File: src/rtl/mc_pkg.sv
// Shared ISA constants, FSM state encoding, ALU op encoding and helpers
// for the multi-cycle MIPS-subset core.
package mc_pkg;

   localparam logic [5:0] OP_R    = 6'h00;
   localparam logic [5:0] OP_LW   = 6'h23;
   localparam logic [5:0] OP_SW   = 6'h2B;
   localparam logic [5:0] OP_ADDI = 6'h08;
   localparam logic [5:0] OP_BEQ  = 6'h04;
   localparam logic [5:0] OP_BNE  = 6'h05;
   localparam logic [5:0] OP_J    = 6'h02;
   localparam logic [5:0] OP_HALT = 6'h3F;

   localparam logic [5:0] FN_ADD = 6'h20;
   localparam logic [5:0] FN_SUB = 6'h22;
   localparam logic [5:0] FN_AND = 6'h24;
   localparam logic [5:0] FN_OR  = 6'h25;
   localparam logic [5:0] FN_NOR = 6'h27;
   localparam logic [5:0] FN_SLT = 6'h2A;

   typedef enum logic [3:0] {
      S_FETCH,
      S_DECODE,
      S_EXEC_R,
      S_WB_R,
      S_ADDR,
      S_MEM_RD,
      S_WB_MEM,
      S_MEM_WR,
      S_WB_I,
      S_BRANCH,
      S_JUMP,
      S_HALT
   } state_t;

   typedef enum logic [2:0] {
      ALU_ADD,
      ALU_SUB,
      ALU_AND,
      ALU_OR,
      ALU_NOR,
      ALU_SLT
   } alu_op_t;

   function automatic logic [31:0] sign_ext(input logic [15:0] imm);
      return {{16{imm[15]}}, imm};
   endfunction

endpackage

File: src/rtl/mc_regfile.sv
// NREG x 32 register file: two asynchronous read ports, one synchronous
// write port; register 0 always reads zero and never stores anything.
module mc_regfile #(
   parameter int NREG = 32,
   parameter int RW   = $clog2(NREG)
) (
   input  logic          clk,
   input  logic [RW-1:0] raddr_a,
   input  logic [RW-1:0] raddr_b,
   output logic [31:0]   rdata_a,
   output logic [31:0]   rdata_b,
   input  logic          we,
   input  logic [RW-1:0] waddr,
   input  logic [31:0]   wdata
);

   logic [31:0] regs [NREG];

   always_ff @(posedge clk) begin
      if (we && (waddr != '0)) begin
         regs[waddr] <= wdata;
      end
   end

   assign rdata_a = (raddr_a == '0) ? '0 : regs[raddr_a];
   assign rdata_b = (raddr_b == '0) ? '0 : regs[raddr_b];

endmodule

File: src/rtl/mc_core_param.sv
// Parametrised multi-cycle MIPS-subset core on a single ready-handshaked
// instruction/data memory port.
module mc_core_param
   import mc_pkg::*;
#(
   parameter int            AW       = 16,
   parameter int            NREG     = 32,
   parameter logic [AW-1:0] RESET_PC = '0
) (
   input  logic          clk,
   input  logic          rst,
   output logic          mem_req,
   output logic          mem_we,
   output logic [AW-1:0] mem_addr,
   output logic [31:0]   mem_wdata,
   input  logic [31:0]   mem_rdata,
   input  logic          mem_ready,
   output logic          halted,
   output logic          illegal
);

   localparam int RW = $clog2(NREG);

   state_t        state_reg, state_next;
   logic [AW-1:0] pc_reg;
   logic [31:0]   ir_reg, a_reg, b_reg, alu_out_reg, mdr_reg;
   logic          illegal_reg;

   logic [5:0]    opcode, funct;
   logic [RW-1:0] rs_idx, rt_idx, rd_idx, rf_waddr;
   logic [31:0]   imm_ext, rs_data, rt_data, alu_result, wb_data;
   logic [AW-1:0] branch_target, jump_target;
   alu_op_t       alu_op;
   logic          funct_ok, op_illegal, rf_we, branch_taken;

   assign opcode        = ir_reg[31:26];
   assign funct         = ir_reg[5:0];
   assign rs_idx        = ir_reg[21 +: RW];
   assign rt_idx        = ir_reg[16 +: RW];
   assign rd_idx        = ir_reg[11 +: RW];
   assign imm_ext       = sign_ext(ir_reg[15:0]);
   // pc_reg already points past the branch when DECODE computes the target
   assign branch_target = pc_reg + imm_ext[AW-1:0];
   assign jump_target   = AW'(ir_reg[25:0]);
   assign branch_taken  = (a_reg == b_reg) ^ (opcode == OP_BNE);

   assign halted  = (state_reg == S_HALT);
   assign illegal = illegal_reg;

   always_comb begin
      alu_op   = ALU_ADD;
      funct_ok = 1'b1;
      case (funct)
         FN_ADD:  alu_op = ALU_ADD;
         FN_SUB:  alu_op = ALU_SUB;
         FN_AND:  alu_op = ALU_AND;
         FN_OR:   alu_op = ALU_OR;
         FN_NOR:  alu_op = ALU_NOR;
         FN_SLT:  alu_op = ALU_SLT;
         default: funct_ok = 1'b0;
      endcase
   end

   always_comb begin
      alu_result = '0;
      case (alu_op)
         ALU_ADD: alu_result = a_reg + b_reg;
         ALU_SUB: alu_result = a_reg - b_reg;
         ALU_AND: alu_result = a_reg & b_reg;
         ALU_OR:  alu_result = a_reg | b_reg;
         ALU_NOR: alu_result = ~(a_reg | b_reg);
         ALU_SLT: alu_result = {31'd0, $signed(a_reg) < $signed(b_reg)};
         default: alu_result = '0;
      endcase
   end

   always_ff @(posedge clk) begin
      if (rst) begin
         state_reg <= S_FETCH;
      end else begin
         state_reg <= state_next;
      end
   end

   always_comb begin
      state_next = state_reg;
      mem_req    = 1'b0;
      mem_we     = 1'b0;
      mem_addr   = alu_out_reg[AW-1:0];
      mem_wdata  = '0;
      rf_we      = 1'b0;
      rf_waddr   = rt_idx;
      wb_data    = alu_out_reg;
      op_illegal = 1'b0;
      case (state_reg)
         S_FETCH: begin
            mem_req  = 1'b1;
            mem_addr = pc_reg;
            if (mem_ready) state_next = S_DECODE;
         end
         S_DECODE: begin
            case (opcode)
               OP_R:                  state_next = S_EXEC_R;
               OP_LW, OP_SW, OP_ADDI: state_next = S_ADDR;
               OP_BEQ, OP_BNE:        state_next = S_BRANCH;
               OP_J:                  state_next = S_JUMP;
               OP_HALT:               state_next = S_HALT;
               default: begin
                  op_illegal = 1'b1;
                  state_next = S_FETCH;
               end
            endcase
         end
         S_EXEC_R: state_next = funct_ok ? S_WB_R : S_FETCH;
         S_WB_R: begin
            rf_we      = 1'b1;
            rf_waddr   = rd_idx;
            state_next = S_FETCH;
         end
         S_ADDR: begin
            case (opcode)
               OP_LW:   state_next = S_MEM_RD;
               OP_SW:   state_next = S_MEM_WR;
               default: state_next = S_WB_I;
            endcase
         end
         S_MEM_RD: begin
            mem_req = 1'b1;
            if (mem_ready) state_next = S_WB_MEM;
         end
         S_WB_MEM: begin
            rf_we      = 1'b1;
            wb_data    = mdr_reg;
            state_next = S_FETCH;
         end
         S_MEM_WR: begin
            mem_req   = 1'b1;
            mem_we    = 1'b1;
            mem_wdata = b_reg;
            if (mem_ready) state_next = S_FETCH;
         end
         S_WB_I: begin
            rf_we      = 1'b1;
            state_next = S_FETCH;
         end
         S_BRANCH: state_next = S_FETCH;
         S_JUMP:   state_next = S_FETCH;
         S_HALT:   state_next = S_HALT;
         default:  state_next = S_FETCH;
      endcase
   end

   always_ff @(posedge clk) begin
      if (rst) begin
         pc_reg      <= RESET_PC;
         ir_reg      <= '0;
         a_reg       <= '0;
         b_reg       <= '0;
         alu_out_reg <= '0;
         mdr_reg     <= '0;
         illegal_reg <= 1'b0;
      end else begin
         case (state_reg)
            S_FETCH: begin
               if (mem_ready) begin
                  ir_reg <= mem_rdata;
                  pc_reg <= pc_reg + AW'(1);
               end
            end
            S_DECODE: begin
               a_reg       <= rs_data;
               b_reg       <= rt_data;
               alu_out_reg <= 32'(branch_target);
               if (op_illegal) illegal_reg <= 1'b1;
            end
            S_EXEC_R: begin
               if (funct_ok) alu_out_reg <= alu_result;
               else          illegal_reg <= 1'b1;
            end
            S_ADDR:   alu_out_reg <= a_reg + imm_ext;
            S_MEM_RD: if (mem_ready) mdr_reg <= mem_rdata;
            S_BRANCH: if (branch_taken) pc_reg <= alu_out_reg[AW-1:0];
            S_JUMP:   pc_reg <= jump_target;
            default:  ;
         endcase
      end
   end

   // A write-back state caught by reset must not touch the register file
   mc_regfile #(
      .NREG (NREG),
      .RW   (RW)
   ) u_regfile (
      .clk     (clk),
      .raddr_a (rs_idx),
      .raddr_b (rt_idx),
      .rdata_a (rs_data),
      .rdata_b (rt_data),
      .we      (rf_we & ~rst),
      .waddr   (rf_waddr),
      .wdata   (wb_data)
   );

endmodule

File: config.mk
export PLATFORM = sky130hd
export DESIGN_NAME = mc_core_param
export DESIGN_NICKNAME = d
export VERILOG_FILES = /design/src/rtl/mc_pkg.sv /design/src/rtl/mc_regfile.sv /design/src/rtl/mc_core_param.sv
export SDC_FILE = /design/constraint.sdc
export NUM_CORES = 2
export LEC_CHECK = 0
export CAP_MARGIN = 20
export CORE_MARGIN = 5
export CORE_UTILIZATION = 43
export DETAILED_ROUTE_END_ITERATION = 10
export SLEW_MARGIN = 25
export SYNTH_ARGS = -nofsm -noshare
export SYNTH_HDL_FRONTEND = slang
export SYNTH_SLANG_ARGS = --single-unit
File: constraint.sdc
create_clock -name clk -period 4.68 [get_ports clk]
set_input_delay 0.936 -clock clk [delete_from_list [all_inputs] [get_ports clk]]
set_output_delay 0.936 -clock clk [all_outputs]
set_load 0.01 [all_outputs]
==> results.toml <==
[run_status]
outcome = "completed"

[place]
gp_congestion = 0.974
portBuffers = 86
dp_hpwl_um = 132000
dpl_cell_area_um2 = 67200
dpl.cell_count = 6063

[worst_setup_path]
cp.arrival_ns = 3.39
cp-start-kind = "flop"
path_class = "flop to output port"
worstReg2RegStart = "ir_reg[15]"
worstPathRequired_ns = 3.74
rr_endpoint = "alu_out_reg[31]"
crit_path_end_kind = "output port"
worstRegToRegCells = 10
cp_max_fo = 22
r2r_slack_ns = 0.67

[cts]
insertion_delay_ns = 0.77
cts_buffer_depth = 3
clockRootBuffer = "clkbuf_16"
post-cts-setup-buffers = 0
cts_tree = "yes"
htreeDepth = 4
clock_sinks = 1215
numCtsBuffers = 132
clk_pin_slew_ns = 0.06

[grt]
antenna_found_initial = 6
grt_max_degree = 70
track_usage = 0.265
grt_pass1_wl_um = 294000
overflow = 0
grt_pass1_vias = 40361

[yosys]
synthFlopType = "edfxtp_1"
ys_top_cells_by_area = "edfxtp_1, mux4_2, dfxtp_1"
seq_area_frac_synth = 0.549
synth.most_common_cell = "edfxtp_1"
async_flop_share = 0
yosysUniqueCellTypes = 94
yosys.area.top_type_share = 0.488
synth_commonest_cells = "edfxtp_1, mux4_2, nor2_1"
syn_avg_cell_area_um2 = 15.2
yosysWarnings = 0
synthCells = 4155
synthesis.area_um2 = 63000
synth_edf_count = 1024
ys_seq_elements = 1215
synth_largest_area_cell = "edfxtp_1"

[worst_hold_path]
hp-start = "mdr_reg[27]"
hold_end = "mdr_reg[27]"
worstHoldPathType = "flop to flop"
hold-path-cell-count = 2

[power_and_ir_drop]
vdd_drop_max_uv = 313
power_w = 0.0276
leakagePower_nw = 22.9
p_per_area_nw_per_um2 = 386

[timing]
worst_pin_slew_ns = 1.05
setup_viol_count_final = 0
max_slew_margin = 0.297
hold_violations = 0
tns_ns = 0
timing.final.crit_period_ns = 4.32
rsz0062_at_grt = "false"
skew_ns = 0.0321
holdWs_ns = 0.452
layout_worst_path_cycle_share = 0.924
finalMaxSlewViolations = 0
fmax_mhz = 231

[finish]
drive_gt1_frac = 0.263
area_growth_syn_to_layout_pct = 13.6
layout.cells.non_filler = 6301
nets = 4468
largest_reg_flops = 1024
top_register = "u_regfile.regs"
finish.instance_area_um2 = 71500

[job]
drv_cap = 0

[floorplan]
rows = 140
die_area_um2 = 154000
ios = 87
fp.dieH_um = 393
die_w_um = 393
start_util = 0.433
design.core.area_um2 = 146000

[detailed_routing]
dr.first_iter.drc_count = 4892
drt_wl_total_um = 205000
first_pass_iters = 6
vias_per_cell = 6.45
drc = 0
wl_per_cell_um = 32.5
via_count = 40664
ant_nets = 0
-- placed cells by master, fill, tap and decap left out, types with 76 or more instances in the layout --
master / Yosys / routed
edfxtp_1: 1024 / 1024
nand2_1: 237 / 236
a21oi_1: 263 / 262
dfxtp_1: 191 / 179
nor2_1: 340 / 306
clkdlybuf4s50_1: 0 / 85
mux2i_1: 76 / 76
mux4_2: 640 / 640
buf_4: 7 / 131
inv_1: 116 / 116
clkbuf_16: 0 / 137
ha_1: 149 / 149
o21ai_0: 84 / 84
-- layer usage --
| metal | track usage | part of all wire | vias to the layer above |
|---|---|---|---|
| li1 | - | - | 17001 |
| met1 | 0.364 | 0.40 | 21258 |
| met2 | 0.425 | 0.47 | 2006 |
| met3 | 0.0467 | 0.085 | 397 |
| met4 | 0.104 | 0.042 | 2 |
| met5 | 0 | 0.000059 | - |
-- worst max-delay path: stages (launching register included) --
cell             delay, ns
dfxtp_1               0.50
nand2b_2              0.61
buf_4                 0.44
nor3_1                0.43
clkdlybuf4s50_1       0.64
-- worst max path at each step --
stage	startpoint	endpoint	slack, ns	cells after the start
floorplan	state_reg[0]	u_regfile.regs[1][0]	0.98	8
global placement	ir_reg[15]	alu_out_reg[25]	0.84	10
detailed placement	ir_reg[15]	alu_out_reg[31]	0.83	10
CTS	state_reg[2]	mem_wdata[11]	0.11	4
global route	state_reg[3]	mem_wdata[5]	0.25	4
finish	state_reg[3]	mem_wdata[5]	0.36	4
-- cells by family after synthesis --
| group | Yosys count | synth area share |
|---|---|---|
| and+or+nand+nor | 815 | 0.0577 |
| muxes | 766 | 0.250 |
| DFF | 1215 | 0.549 |
| xor gates and xnor gates | 72 | 0.0100 |
| adders and majority gates | 153 | 0.0309 |
| buffers and inverters | 410 | 0.0265 |
| other | 1 | 0.0000596 |
| AOI/OAI and AO/OA | 723 | 0.0759 |
-- power by group --
group          total [W]  switching, W  internal, W  leakage (nW)
clock             0.0105       0.00442      0.00610          2.09
combinational    0.00476       0.00282      0.00193          9.83
sequential        0.0123      0.000317       0.0120          11.0
total             0.0276       0.00756       0.0201          22.9
-- through the flow --
step	util	setup slack (ns)
6_report	0.491	0.358
4_1_cts	0.491	0.108
2_1_floorplan	-	0.976
5_1_grt	0.491	0.247
3_3_place_gp	0.462	0.837
3_5_place_dp	0.462	0.830
-- final cells by class --
type | count | area, µm²
Antenna cell | 1 | 2.50
Clock buffer | 174 | 3600
Clock inverter | 63 | 696
Fill cell | 12254 | 74000
Inverter | 117 | 439
Multi-Input combinational cell | 2561 | 27200
Sequential cell | 1215 | 34600
Tap cell | 1917 | 2400
Timing Repair Buffer | 253 | 2570
-- timing repair --
item / CTS / global route
hold buffers: 0 / 0
gates resized for setup: 0 / 1
setup endpoints to repair: 0 / 2
(Power assumes the default switching activity.)
